`config.mk`:
```
export PLATFORM = sky130hd
export DESIGN_NAME = mmio_arbiter
export DESIGN_NICKNAME = d
export VERILOG_FILES = /design/src/rtl/mmio_arbiter.sv
export SDC_FILE = /design/constraint.sdc
export NUM_CORES = 1
export LEC_CHECK = 0
export ABC_AREA = 0
export BUFFER_PORTS_ARGS = -buffer_cell sky130_fd_sc_hd__buf_4
export CORE_MARGIN = 1
export CORE_UTILIZATION = 55
export CTS_CLUSTER_SIZE = 16
export DETAILED_ROUTE_END_ITERATION = 8
export PLACE_DENSITY = 0.84
export SLEW_MARGIN = 20
export SYNTH_ARGS = -nofsm -noshare
export SYNTH_HDL_FRONTEND = slang
export SYNTH_SLANG_ARGS = --single-unit
```
`constraint.sdc`:
```
create_clock -name clk -period 3.2 [get_ports clk]
set_input_delay 0.48 -clock clk [delete_from_list [all_inputs] [get_ports clk]]
set_output_delay 0.48 -clock clk [all_outputs]
set_load 0.02 [all_outputs]
```
`src/rtl/mmio_arbiter.sv`:
```
// Two-master round-robin MMIO arbiter with one pending slot per master.
// Define ARB_TIMEOUT_EN to add a WAIT-state watchdog that completes with 32'hDEADBEEF and sets err.
module mmio_arbiter #(
  parameter int unsigned TIMEOUT_CYC = 255
) (
  input  logic        clk,
  input  logic        rst_n,
  input  logic [31:0] m0_a,
  input  logic [31:0] m1_a,
  input  logic [31:0] m0_d,
  input  logic [31:0] m1_d,
  input  logic        m0_we,
  input  logic        m1_we,
  input  logic        m0_rd,
  input  logic        m1_rd,
  output logic [31:0] m0_spo,
  output logic [31:0] m1_spo,
  output logic        m0_ready,
  output logic        m1_ready,
  output logic [31:0] s_a,
  output logic [31:0] s_d,
  output logic        s_we,
  output logic        s_rd,
  input  logic [31:0] s_spo,
  input  logic        s_ready,
  output logic        grant,
  output logic        busy,
  output logic        err
);
  typedef enum logic [1:0] {IDLE, ISSUE, WAIT} state_t;

  state_t           state_q;
  logic [1:0]       pend_q;
  logic [1:0]       kind_we_q;
  logic [1:0][31:0] slot_a_q;
  logic [1:0][31:0] slot_d_q;
  logic [1:0][31:0] spo_q;
  logic [31:0]      s_a_q;
  logic [31:0]      s_d_q;
  logic             s_we_q;
  logic             s_rd_q;
  logic             grant_q;
  logic [1:0]       req_d;
  logic [1:0]       accept_d;
  logic             sel_d;
  logic             done_d;
  logic [31:0]      done_spo_d;

  assign req_d    = {m1_we | m1_rd, m0_we | m0_rd};
  assign accept_d = req_d & ~pend_q;

  // Round-robin only matters when both slots are full; otherwise take whoever is pending.
  always_comb begin
    sel_d = pend_q[1];
    if (&pend_q) sel_d = ~grant_q;
  end

`ifdef ARB_TIMEOUT_EN
  localparam int CW = ($clog2(TIMEOUT_CYC + 1) > 8) ? $clog2(TIMEOUT_CYC + 1) : 8;

  logic [CW-1:0] cnt_q;
  logic          err_q;
  logic          timeout_d;

  assign timeout_d = (state_q == WAIT) && !s_ready && (cnt_q == CW'(TIMEOUT_CYC - 1));

  always_comb begin
    done_d     = (state_q == WAIT) && (s_ready || timeout_d);
    done_spo_d = s_spo;
    if (timeout_d) done_spo_d = 32'hDEADBEEF;
  end

  always_ff @(posedge clk or negedge rst_n) begin
    if (!rst_n) begin
      cnt_q <= '0;
      err_q <= 1'b0;
    end else begin
      if (state_q == ISSUE)     cnt_q <= '0;
      else if (state_q == WAIT) cnt_q <= cnt_q + 1'b1;
      if (timeout_d) err_q <= 1'b1;
    end
  end

  assign err = err_q;
`else
  assign done_d     = (state_q == WAIT) && s_ready;
  assign done_spo_d = s_spo;
  assign err        = 1'b0;
`endif

  always_ff @(posedge clk or negedge rst_n) begin
    if (!rst_n) begin
      state_q   <= IDLE;
      pend_q    <= '0;
      kind_we_q <= '0;
      slot_a_q  <= '0;
      slot_d_q  <= '0;
      spo_q     <= '0;
      s_a_q     <= '0;
      s_d_q     <= '0;
      s_we_q    <= 1'b0;
      s_rd_q    <= 1'b0;
      grant_q   <= 1'b1;
    end else begin
      s_we_q <= 1'b0;
      s_rd_q <= 1'b0;
      if (accept_d[0]) begin
        pend_q[0]    <= 1'b1;
        slot_a_q[0]  <= m0_a;
        slot_d_q[0]  <= m0_d;
        kind_we_q[0] <= m0_we;
      end
      if (accept_d[1]) begin
        pend_q[1]    <= 1'b1;
        slot_a_q[1]  <= m1_a;
        slot_d_q[1]  <= m1_d;
        kind_we_q[1] <= m1_we;
      end
      case (state_q)
        IDLE: begin
          if (|pend_q) begin
            grant_q <= sel_d;
            s_a_q   <= slot_a_q[sel_d];
            s_d_q   <= slot_d_q[sel_d];
            s_we_q  <= kind_we_q[sel_d];
            s_rd_q  <= ~kind_we_q[sel_d];
            state_q <= ISSUE;
          end
        end
        ISSUE: state_q <= WAIT;
        WAIT: begin
          // The granted slot is full, so a same-cycle strobe from it was never accepted.
          if (done_d) begin
            spo_q[grant_q]  <= done_spo_d;
            pend_q[grant_q] <= 1'b0;
            state_q         <= IDLE;
          end
        end
        default: state_q <= IDLE;
      endcase
    end
  end

  assign m0_ready = ~pend_q[0] & ~req_d[0];
  assign m1_ready = ~pend_q[1] & ~req_d[1];
  assign m0_spo   = spo_q[0];
  assign m1_spo   = spo_q[1];
  assign s_a      = s_a_q;
  assign s_d      = s_d_q;
  assign s_we     = s_we_q;
  assign s_rd     = s_rd_q;
  assign grant    = grant_q;
  assign busy     = (state_q != IDLE);
endmodule
```
==> impl_metrics.json <==
{
  "status": "finished, final reports clean",
  "dpl_cell_area_sq_um": 13100,
  "cp_common_cell": "buf_4",
  "hold_ws_ns": 0.177,
  "wl_per_cell_microns": 19.4,
  "mostFrequentLayoutCell": "buf_4",
  "netSwitchingPower_mw": 5.76,
  "worst-r2r-setup-slack_ns": 1.36,
  "pwr-share-clk": 0.190,
  "vias": 7409,
  "crit_path_start": "state_q[1]$_DFFE_PN0P_",
  "finalClockSkew_ns": 0.0147,
  "rsz0062_at_grt": "no",
  "worstSkewPairLatency_ns": 0.53,
  "io_pins": 302,
  "cts_sinks": 265,
  "endpoint": "busy",
  "initial_core_util": 0.567,
  "htreeDepth": 1,
  "antenna_found_initial": 1,
  "yosysTopAreaCell": "dfrtp_1",
  "cts_resized": 0,
  "place_ws_ns": 1.34,
  "grt_max_degree": 111,
  "area_delta_synth_final_pct": 30.7,
  "syn_inst": 796,
  "syn_area_per_cell_sq_um": 13.5,
  "die_h_microns": 142,
  "synth_edf_count": 0,
  "grt-ovfl-total": 0,
  "grtUsageTotal": 0.266,
  "io_buffers": 300,
  "vias_per_cell": 5.45,
  "period_share": 0.680,
  "ys_seq_area_frac": 0.619,
  "drive_above_1_share": 0.529,
  "place.gp.congestion": 0.794,
  "rr_endpoint": "s_a[21]$_DFFE_PN0P_",
  "critical_path_class": "reg -> out",
  "syn_area_sq_um": 10700,
  "yosysUniqueCellTypes": 26,
  "crit_arrival_ns": 1.70,
  "hold_violations": 0,
  "synth_seq_cells": 265,
  "min_period_ns": 2.18,
  "end_kind": "output pin",
  "hold_class": "in -> reg",
  "maxCapViolCount": 0,
  "yosys-top-cells-area": "dfrtp_1, mux2_2, nand2_1",
  "timing.rr.start": "pend_q[0]$_DFF_PN0_",
  "path_cells": "nor2_4, buf_4, inv_1, buf_4",
  "power_frac_seq": 0.385,
  "yosysTopAreaCellShare": 0.617,
  "swShare": 0.366,
  "cts.clk_slew.worst_paths_ns": 0.06,
  "combPwrFrac": 0.426,
  "ant_nets": 0,
  "postLayoutSetupSlackWorst_ns": 1.02,
  "critical_path_required_ns": 2.72,
  "core_sq_um": 18900,
  "drc": 0,
  "vdd_ir_drop_max_mv": 0.646,
  "setup_tns_ns": 0,
  "synth_fp_nets": 963,
  "hpwl_microns": 17100,
  "relSlewSlack": 0.346,
  "synthFlopType": "dfrtp_1",
  "rows": 50,
  "slowest_delay_ns": 0.43,
  "initialDrtViolationCount": 333,
  "slew_viol_final": 0,
  "slowest_stage": "dfrtp_1",
  "p_int_mw": 9.98,
  "fin_area_sq_um": 14000,
  "final_util": 0.741,
  "cts_setup_buffers": 0,
  "synth-async-reset-ratio": 1.00,
  "firstDrtPassIters": 4,
  "final_cell_mix": "buf_4, dfrtp_1, mux2_2, nand2_1, a21oi_1",
  "cts_tree": "done",
  "fin_nets": 1247,
  "rr_worst_depth": 3,
  "p_leak_nw": 6.45,
  "die_w_microns": 142,
  "powerDensity_nw_per_um2": 1120,
  "worst_pin_slew_ns": 0.981,
  "drt_wl_total_microns": 26400,
  "root_buffer": "clkbuf_16",
  "yosysWarnings": 0,
  "crit_fanout": 32,
  "fmax_mhz": 460,
  "ctsLongestPathBuffers": 3,
  "setup_viol": 0,
  "start_kind": "flop",
  "grt_pass1_wl_microns": 41400,
  "first_global_vias": 7835,
  "cts_buffers": 27,
  "die_area_sq_um": 20000
}
## cell usage after synthesis (4+ instances only)
| library cell | instances |
|---|---|
| a31oi_2 | 30 |
| buf_4 | 11 |
| mux2_2 | 194 |
| buf_6 | 7 |
| nand2_1 | 128 |
| dfrtp_1 | 264 |
| clkbuf_1 | 4 |
| a31oi_1 | 35 |
| buf_2 | 36 |
| a21oi_1 | 65 |
## critical path, delay by kind of cell, from the launching register on
kind          cells  cell delay (ns)
simple gates      1             0.13
buf+inv           3             0.60
flops             1             0.43
## worst min-delay path by stage
| stage | cells past startpoint | slack, ns | from | to |
|---|---|---|---|---|
| finish | 2 | 0.18 | m1_a[31] | slot_a_q[63]$_DFFE_PN0P_ |
| global route | 2 | 0.17 | m1_a[2] | slot_a_q[34]$_DFFE_PN0P_ |
| CTS | 2 | 0.16 | m1_d[20] | slot_d_q[52]$_DFFE_PN0P_ |
| detailed placement | 1 | 0.40 | rst_n | slot_d_q[15]$_DFFE_PN0P_ |
| global placement | 1 | 0.40 | rst_n | slot_d_q[15]$_DFFE_PN0P_ |
| floorplan | 0 | 0.18 | rst_n | kind_we_q[0]$_DFFE_PN0P_ |
## kinds of logic (layout without fill, tap and decap cells)
group | Yosys count | count (layout) | share of synthesized area
AO/OA/AOI/OAI | 135 | 135 | 0.0897
flip-flops | 265 | 265 | 0.619
multiplexers | 195 | 195 | 0.205
AND/OR/NAND/NOR | 140 | 140 | 0.0519
buffers and inverters | 60 | 363 | 0.0340
other | 1 | 2 | 0.000350
## cell type report
class / count / area [sq um]
clock inverter: 5 / 53.8
multi-input combinational: 471 / 3750
antenna: 1 / 2.50
timing repair buffer: 313 / 2430
inverter: 2 / 7.51
fill: 1301 / 4900
sequential: 265 / 6630
clock buffer: 43 / 786
tap: 260 / 325
## power by group through the flow
stage / clock network, mW / registers [mW] / logic [mW]
final: 2.99 / 6.05 / 6.70
after global routing: 3.16 / 6.24 / 7.22
after CTS: 3.05 / 6.05 / 6.78
after detailed placement: 0 / 6.07 / 6.74
after global placement: 0 / 5.99 / 6.53
after floorplan: 0 / 6.88 / 3.39
## per-layer routing
| layer | wire length, microns | up-vias | track usage |
|---|---|---|---|
| li1 | - | 3367 | - |
| met1 | 10200 | 3694 | 0.318 |
| met2 | 13200 | 274 | 0.453 |
| met3 | 1850 | 74 | 0.0638 |
| met4 | 1210 | 0 | 0.125 |
| met5 | 0 | - | 0 |
## registers in the layout, indices dropped and copies added, names as in the netlist, 32 cells and up
| register | count |
|---|---|
| s_d | 32 |
| m1_spo | 32 |
| slot_a_q | 64 |
| slot_d_q | 64 |
| m0_spo | 32 |
| s_a | 32 |
## stage by stage
stage / total power [mW] / cells
floorplan: 10.3 / 796
global placement: 12.5 / 1310
detailed placement: 12.8 / 1310
CTS: 15.9 / 1359
global route: 16.6 / 1360
finish: 15.7 / 1360
## timing repair
item | CTS | global route
endpoints found under the hold margin | 42 | 0
hold buffers | 1 | 0
endpoints found under the setup margin | 0 | 0
(Power assumes the default switching activity.)
